### src/rtl/sequenciador_exibicao.sv
// sequenciador_exibicao: round controller for the mindfocus game.
// Latches a 4-position stimulus and shows it one position at a time on
// one-hot LEDs, with a blank gap after each position. It then collects
// four button plays, each with a response timeout, and counts the hits.
//
// Ports:
//   clock       system clock
//   reset       synchronous, active-high
//   iniciar     start/restart request (level sampled in INICIAL and FIM)
//   botoes[3:0] player buttons, already synchronized
//   indices[7:0] stimulus, position k = indices[2k+1:2k]
//   leds[3:0]   one-hot position display
//   acertos[3:0] hits in this round (0..4)
//   pronto      round finished
//   jogando     high in every state except INICIAL and FIM
//   db_timeout  one-cycle pulse for each play timeout
//   db_posicao  current position k
//   db_estado   state code
module sequenciador_exibicao #(
  parameter int T_EXIBE    = 1000,
  parameter int T_PAUSA    = 250,
  parameter int T_RESPOSTA = 5000
) (
  input  logic       clock,
  input  logic       reset,
  input  logic       iniciar,
  input  logic [3:0] botoes,
  input  logic [7:0] indices,
  output logic [3:0] leds,
  output logic [3:0] acertos,
  output logic       pronto,
  output logic       jogando,
  output logic       db_timeout,
  output logic [1:0] db_posicao,
  output logic [3:0] db_estado
);

  localparam int T_MAX_EP = (T_EXIBE > T_PAUSA) ? T_EXIBE : T_PAUSA;
  localparam int T_MAX    = (T_MAX_EP > T_RESPOSTA) ? T_MAX_EP : T_RESPOSTA;
  // Largest terminal value is T_MAX-1.
  localparam int TW       = $clog2(T_MAX);

  localparam logic [TW-1:0] FIM_EXIBE    = TW'(T_EXIBE - 1);
  localparam logic [TW-1:0] FIM_PAUSA    = TW'(T_PAUSA - 1);
  localparam logic [TW-1:0] FIM_RESPOSTA = TW'(T_RESPOSTA - 1);

  localparam logic [3:0] INICIAL  = 4'd0;
  localparam logic [3:0] PREPARA  = 4'd1;
  localparam logic [3:0] EXIBE    = 4'd2;
  localparam logic [3:0] PAUSA    = 4'd3;
  localparam logic [3:0] ESPERA   = 4'd4;
  localparam logic [3:0] REGISTRA = 4'd5;
  localparam logic [3:0] SOLTA    = 4'd6;
  localparam logic [3:0] PROXIMA  = 4'd7;
  localparam logic [3:0] FIM      = 4'd8;

  logic [3:0]    estado, estado_prox;
  logic [TW-1:0] timer;
  logic [1:0]    k;
  logic [3:0]    acertos_q;
  logic [7:0]    idx_lat;
  logic          armado;
  logic [3:0]    jogada;
  logic          timeout_q;

  logic          jogada_valida;
  logic          estouro;
  logic [1:0]    idx_atual;
  logic [3:0]    alvo;
  logic          estado_valido;

  assign idx_atual = idx_lat[{k, 1'b0} +: 2];
  assign alvo      = 4'b0001 << idx_atual;

  always_comb begin
    estado_prox   = estado;
    jogada_valida = 1'b0;
    estouro       = 1'b0;
    case (estado)
      INICIAL:  if (iniciar) estado_prox = PREPARA;
      PREPARA:  estado_prox = EXIBE;
      EXIBE:    if (timer == FIM_EXIBE) estado_prox = PAUSA;
      PAUSA:    if (timer == FIM_PAUSA) estado_prox = (k == 2'd3) ? ESPERA : EXIBE;
      ESPERA: begin
        // A press wins over a timeout landing on the same cycle.
        if (armado && (botoes != 4'b0000)) begin
          estado_prox   = REGISTRA;
          jogada_valida = 1'b1;
        end else if (timer == FIM_RESPOSTA) begin
          estado_prox = PROXIMA;
          estouro     = 1'b1;
        end
      end
      REGISTRA: estado_prox = SOLTA;
      SOLTA:    if (botoes == 4'b0000) estado_prox = PROXIMA;
      PROXIMA:  estado_prox = (k == 2'd3) ? FIM : ESPERA;
      FIM:      if (iniciar) estado_prox = PREPARA;
      default:  estado_prox = INICIAL;
    endcase
  end

  always_ff @(posedge clock) begin
    if (reset) begin
      estado    <= INICIAL;
      timer     <= '0;
      k         <= '0;
      acertos_q <= '0;
      idx_lat   <= '0;
      armado    <= 1'b0;
      jogada    <= '0;
      timeout_q <= 1'b0;
    end else begin
      estado    <= estado_prox;
      // Timer restarts on every state change.
      timer     <= (estado_prox != estado) ? '0 : timer + 1'b1;
      timeout_q <= estouro;
      case (estado)
        INICIAL, FIM: begin
          // Clearing on the way into PREPARA lets pronto and acertos drop together.
          if (iniciar) begin
            k         <= '0;
            acertos_q <= '0;
          end
        end
        PREPARA: idx_lat <= indices;
        PAUSA: begin
          if (timer == FIM_PAUSA) begin
            if (k == 2'd3) begin
              k      <= '0;
              armado <= 1'b0;
            end else begin
              k <= k + 2'd1;
            end
          end
        end
        ESPERA: begin
          // A button already held on entry must be released before it counts.
          if (botoes == 4'b0000) armado <= 1'b1;
          if (jogada_valida) jogada <= botoes;
        end
        REGISTRA: if (jogada == alvo) acertos_q <= acertos_q + 4'd1;
        PROXIMA: begin
          if (k != 2'd3) begin
            k      <= k + 2'd1;
            armado <= 1'b0;
          end
        end
        default: ;
      endcase
    end
  end

  assign estado_valido = (estado <= FIM);

  assign leds       = (estado == EXIBE) ? alvo : 4'b0000;
  assign acertos    = acertos_q;
  assign pronto     = (estado == FIM);
  assign jogando    = estado_valido && (estado != INICIAL) && (estado != FIM);
  assign db_timeout = timeout_q;
  assign db_posicao = (estado_valido && (estado != INICIAL)) ? k : 2'd0;
  assign db_estado  = estado_valido ? estado : INICIAL;

endmodule

### config.mk
export PLATFORM = sky130hd
export DESIGN_NAME = sequenciador_exibicao
export DESIGN_NICKNAME = d
export VERILOG_FILES = /design/src/rtl/sequenciador_exibicao.sv
export SDC_FILE = /design/constraint.sdc
export NUM_CORES = 1
export LEC_CHECK = 0
export CORE_ASPECT_RATIO = 0.75
export CORE_MARGIN = 4
export CORE_UTILIZATION = 55
export DETAILED_ROUTE_END_ITERATION = 10
export HOLD_SLACK_MARGIN = 0.1
export PLACE_DENSITY = 0.81
export SLEW_MARGIN = 20
export SYNTH_ARGS = -nofsm -noshare
export SYNTH_HDL_FRONTEND = slang
export SYNTH_SLANG_ARGS = --single-unit
### constraint.sdc
create_clock -name clock -period 3.7 [get_ports clock]
set_input_delay 0.74 -clock clock [delete_from_list [all_inputs] [get_ports clock]]
set_output_delay 0.74 -clock clock [all_outputs]
set_load 0.03 [all_outputs]
# Word level (Yosys, flattened, before mapping)
# Index checks and enable logic that the tools add are counted.
word_totals:
  reg_bits: 37
  in_bits: 15
  out_inout_bits: 17
  wordCells: 82
op_classes:
  addsub: 3
  n_lt_le_gt_ge: 1
  eq_ne: 22
  shift: 2
  muxes: 28
  bitwise_logic: 1
  reduce_logical: 17
op_table:
  columns: ["op", "count"]
  rows:
  - ["4-bit two-way mux", 11]
  - ["4-bit case mux with 8 select lines", 1]
  - ["4-bit by 3-bit equality test with 1-bit output, second input constant", 4]
  - ["13-bit by 1-bit adder with 13-bit output, second input constant", 1]
  - ["13-bit by 10-bit equality test with 1-bit output, second input constant", 1]
  - ["13-bit equality test, second input constant", 1]
  - ["13-bit by 8-bit equality test with 1-bit output, second input constant", 1]
  - ["2-bit != test, second input constant", 6]
  - ["2-bit two-way mux", 5]
  - ["4-bit by 2-bit equality test with 1-bit output, second input constant", 2]
  - ["4-bit logical NOT", 2]
  - ["4-bit case mux with 2 select lines", 1]
  - ["4-bit nonzero test", 2]
  - ["8-bit by 4-bit indexed part select with 2-bit output", 1]
  - ["1-bit two-way mux", 7]
  - ["2-bit case mux with 3 select lines", 1]
  - ["3-bit nonzero test", 2]
  - ["5-bit AND reduction", 1]
  - ["4-bit by 1-bit adder with 4-bit output, second input constant", 1]
  - ["4-bit by 1-bit equality test with 1-bit output, second input constant", 1]
  - ["4-bit equality test", 1]
  - ["4-bit equality test, second input constant", 1]
  - ["4-bit <= comparator, second input constant", 1]
  - ["4-bit != test", 1]
  - ["15 further kinds", 18]

# Depth between registers and ports, before layout
depth:
  depth_word: 6
  mapped_depth: 8
  depth_no_buf: 7

# Least setup slack after synthesis
# OpenSTA, ideal clock, no wires.
synth_timing:
  path_kind: "register -> output"
  from: "register k[0]"
  to: "output leds[0]"
  arrival_ps: 1726
  t_required_ps: 2960
  path_slack_ps: 1234
  path_stages_with_launch: 3
  path_buffers: 0
  cell_sequence: "dfxtp_1 -> mux4_2 -> nor3_1"
synth_between:
  elab_chain_cells: 3
synth_rtl:
  columns: ["element", "line_no", "text"]
  rows:
  - ["start: declaration", "59", "logic [1:0] k;"]
  - ["start signal: assignment", "132", "k <= k + 2'd1;"]
  - ["start signal: assignment", "144", "k <= k + 2'd1;"]
  - ["8-bit by 4-bit indexed part select with 2-bit output", "72", "assign idx_atual = idx_lat[{k, 1'b0} +: 2];"]
  - ["1-bit by 2-bit << shifter with 4-bit output", "73", "assign alvo = 4'b0001 << idx_atual;"]
  - ["4-bit two-way mux", "155", "assign leds = (estado == EXIBE) ? alvo : 4'b0000;"]
  - ["end: declaration", "29", "output logic [3:0] leds,"]
# Every way passes these cells.

# Final worst setup path
layout_timing:
  from: "register estado[1]"
  to: "output leds[0]"
layout_between:
  elab_chain_cells: 2
layout_rtl:
  columns: ["element", "line_no", "text"]
  rows:
  - ["start: declaration", "57", "logic [3:0] estado, estado_prox;"]
  - ["start signal: assignment", "113", "estado <= estado_prox;"]
  - ["4-bit by 2-bit equality test with 1-bit output", "155", null]
  - ["4-bit two-way mux", "155", null]
# Every way passes these cells.

==> impl_metrics.ini <==
[drt]
drc = 0
met2_length_um = 2210
wl_met1_um = 2350
drt_pass1_iterations = 5
routed-via-count = 1924
dr.first_iter.drc_count = 206
top_layer_used = met4
met3WireLength_um = 297
wirelength_um = 4900
ant_nets = 0
wl_per_cell_um = 15.0
viasPerCell = 5.88

[synthesis]
synth.avg_cell_area_um2 = 8.59
ys_warn_count = 0
synth_top_family_by_area = simple AND/OR/NAND/NOR gates
ys_ff_latch = 37
syn_area_um2 = 2090
postSynthNetCount = 262
synth_top_area_share_pct = 35.5
synth.area.mux_share_pct = 6.06
synth_edf_count = 0
ys.flop_type = dfxtp_1
synth.distinct_cells = 56
synth_area_leaders = dfxtp_1 (35%), nand2_1 (5.8%), nor3_2 (4.8%), nor2_1 (3.8%), mux2i_1 (3.4%)
synthArstFlopShare_pct = 0
synthCells = 243
synth_compound_area_share_pct = 11.6
synth-simple-area-share_pct = 35.8
synth_top_area_cell = dfxtp_1
synth-seq-area-share_pct = 35.5
synthAdderAreaFrac_pct = 2.40
synth-xor-area-share_pct = 5.04

[setup_path]
crit_required_ps = 2960
worstRegToRegCells = 7
r2r-start = timer[0]$_SDFF_PP0_
cp_slowest_stage_delay_ps = 700
path_max_fanout = 16
reg2reg_to = timer[11]$_SDFF_PP0_
r2r_setup_slack_ps = 1450
worst_setup_path_start_kind = flop
crit_slowest_cell = clkdlybuf4s50_1
path_class = reg2out
crit_path_cell_trace = nand2b_1 -> or3_1 -> nor3_1 -> clkdlybuf4s50_1
crit_arrival_ps = 2330
end_kind = primary output

[cells_and_area]
diodes = 0
drive_gt1_share_pct = 11.6
design_area_um2 = 2560
area_growth_pct = 22.5
nNetsFinal = 293
most-common-layout-cells = dfxtp_1 (37), nand2_1 (32), clkdlybuf4s50_1 (31), nor2_1 (21), a21oi_1 (12)
final_common_cell = dfxtp_1

[power_and_ir_drop]
vdd_drop_max_mv = 0.412
seqPwrFrac_pct = 47.0
p_sw_share_pct = 24.5
p_comb_share_pct = 12.2
power_frac_clock_pct = 40.8
power.leakage_nw = 0.875
powerDensity_nw_per_um2 = 348
p_int_mw = 0.672
p_sw_mw = 0.218

[timing]
tightest_slew_ps = 854
final-setup-viol-count = 0
slew_headroom_pct = 42.6
final-hold-violation-count = 0
whs_ps = 460
max_clock_freq_ghz = 0.326
slew_viol_final = 0
layout_worst_path_cycle_share_pct = 83.0
fin_skew_ps = 5.03
tns_ps = 0
period_needed_ps = 3070
rsz0062_at_grt = no

[placed_design]
dp_hpwl_um = 3550
placed_cell_area_um2 = 2440
io_buffers = 31
gp_congestion = 0.939

[hold_path]
hold_path.class = reg2reg
hold-path-cell-count = 2
worstHoldStart = idx_lat[2]$_SDFFE_PP0P_
holdPathEnd = idx_lat[2]$_SDFFE_PP0P_

[cts]
cts_buffers = 5
clk_pin_slew_worst_paths_ps = 80
cts-resized-gates = 0
cts-root-buf = clkbuf_8
cts_tree = done
clk_latency_ps = 290
cts_hold_buf = 0
postCtsSetupRepairBufs = 0
clkSinkCount = 37
cts_buffer_depth = 2
htree_num_levels = 2

[floorplanning]
core.rowCount = 19
die_h_um = 61.3
core_um2 = 3660
start_util_pct = 57.0
pin_count = 32
die_w_um = 79.1
die_area_um2 = 4850

[global_routing]
grt_usage_pct = 21.7
grt_antenna_before_repair = 0
grt_pass1_vias = 1791
grt-ovfl-total = 0
grt_max_degree = 17
grt_pass1_wl_um = 8170

[outcome]
outcome = complete, no violations

[flow_run]
cap_violations = 0
==> kinds of logic after synthesis <==
logic type,count (synthesis)
buffers and inverters,17
adder cells (fa/ha/maj),4
XOR/XNOR,12
multiplexers,10
AND/OR/NAND/NOR,128
flip-flops,37
AO/OA/AOI/OAI,35
==> stage by stage <==
stage / total power, mW / utilization (%) / std cells / worst slack, ps
after detailed placement: 0.533 / 66.5 / 319 / 785
final: 0.890 / 69.8 / 327 / 630
after global routing: 0.923 / 69.8 / 327 / 391
after global placement: 0.531 / 66.5 / 319 / 855
after CTS: 0.891 / 69.8 / 327 / 637
after floorplan: 0.493 / - / 243 / 1230
==> cell usage after synthesis (2+ instances only) <==
cell type,count
o32a_1,2
nand3_1,7
nor3_2,10
nand2_1,32
nand4_1,2
nor2_1,21
o21ai_0,4
and3_1,7
nor4b_1,2
mux2i_1,7
nand4bb_1,2
nand4b_1,2
a31oi_1,2
and4bb_2,2
a21oi_1,12
xor2_1,5
or4b_2,2
nor3_1,10
xnor2_1,7
nor3b_1,2
nor4bb_1,2
nor2b_1,2
mux4_2,2
and2_1,5
dfxtp_1,37
ha_1,4
o31ai_1,2
nand2b_1,4
inv_1,7
or3_1,6
clkbuf_1,7
==> metal layers <==
layer | global-route usage, % | vias up
li1 | - | 944
met1 | 29.5 | 899
met4 | 7.35 | 0
met5 | 0 | -
met3 | 6.43 | 8
met2 | 33.2 | 73
==> state kept, by name, summed over array words and instances, names as in the netlist <==
register and flops:
acertos 4, armado 1, db_timeout 1, estado 4
idx_lat 8, jogada 4, k 2, timer 13
==> power by group through the flow <==
stage	Sequential, mW	Clock [mW]	Combinational (mW)
after floorplan	0.421	0	0.0720
after global placement	0.426	0	0.105
after detailed placement	0.427	0	0.107
after CTS	0.418	0.367	0.107
after global routing	0.420	0.385	0.118
final	0.418	0.363	0.108
==> critical path, delay by kind of cell, from the launching register on <==
family                 cells  cell delay (ps)
flip-flops                 1              620
buffers and inverters      1              700
AND/OR/NAND/NOR            3              720
==> final cells by class <==
type	instances	area, µm²
clock buffers	6	82.6
clock inverters	2	37.5
multi-input cells	189	1270
inverters	7	26.3
flip-flops and latches	37	741
repair buffers	34	333
well taps	52	65.1
fillers	297	1100
==> how the worst max path moves through the flow <==
stage,startpoint,to,slack [ps],cells past startpoint
after CTS,estado[0]$_SDFF_PP0_,db_posicao[0],640,4
after global placement,botoes[2],timer[11]$_SDFF_PP0_,850,7
after global routing,estado[0]$_SDFF_PP0_,db_posicao[0],390,4
after detailed placement,botoes[2],timer[11]$_SDFF_PP0_,780,7
final,estado[1]$_SDFF_PP0_,leds[0],630,4
after floorplan,k[0]$_SDFFE_PP0P_,leds[0],1230,2
No activity file was read; power rests on OpenSTA's default activity.
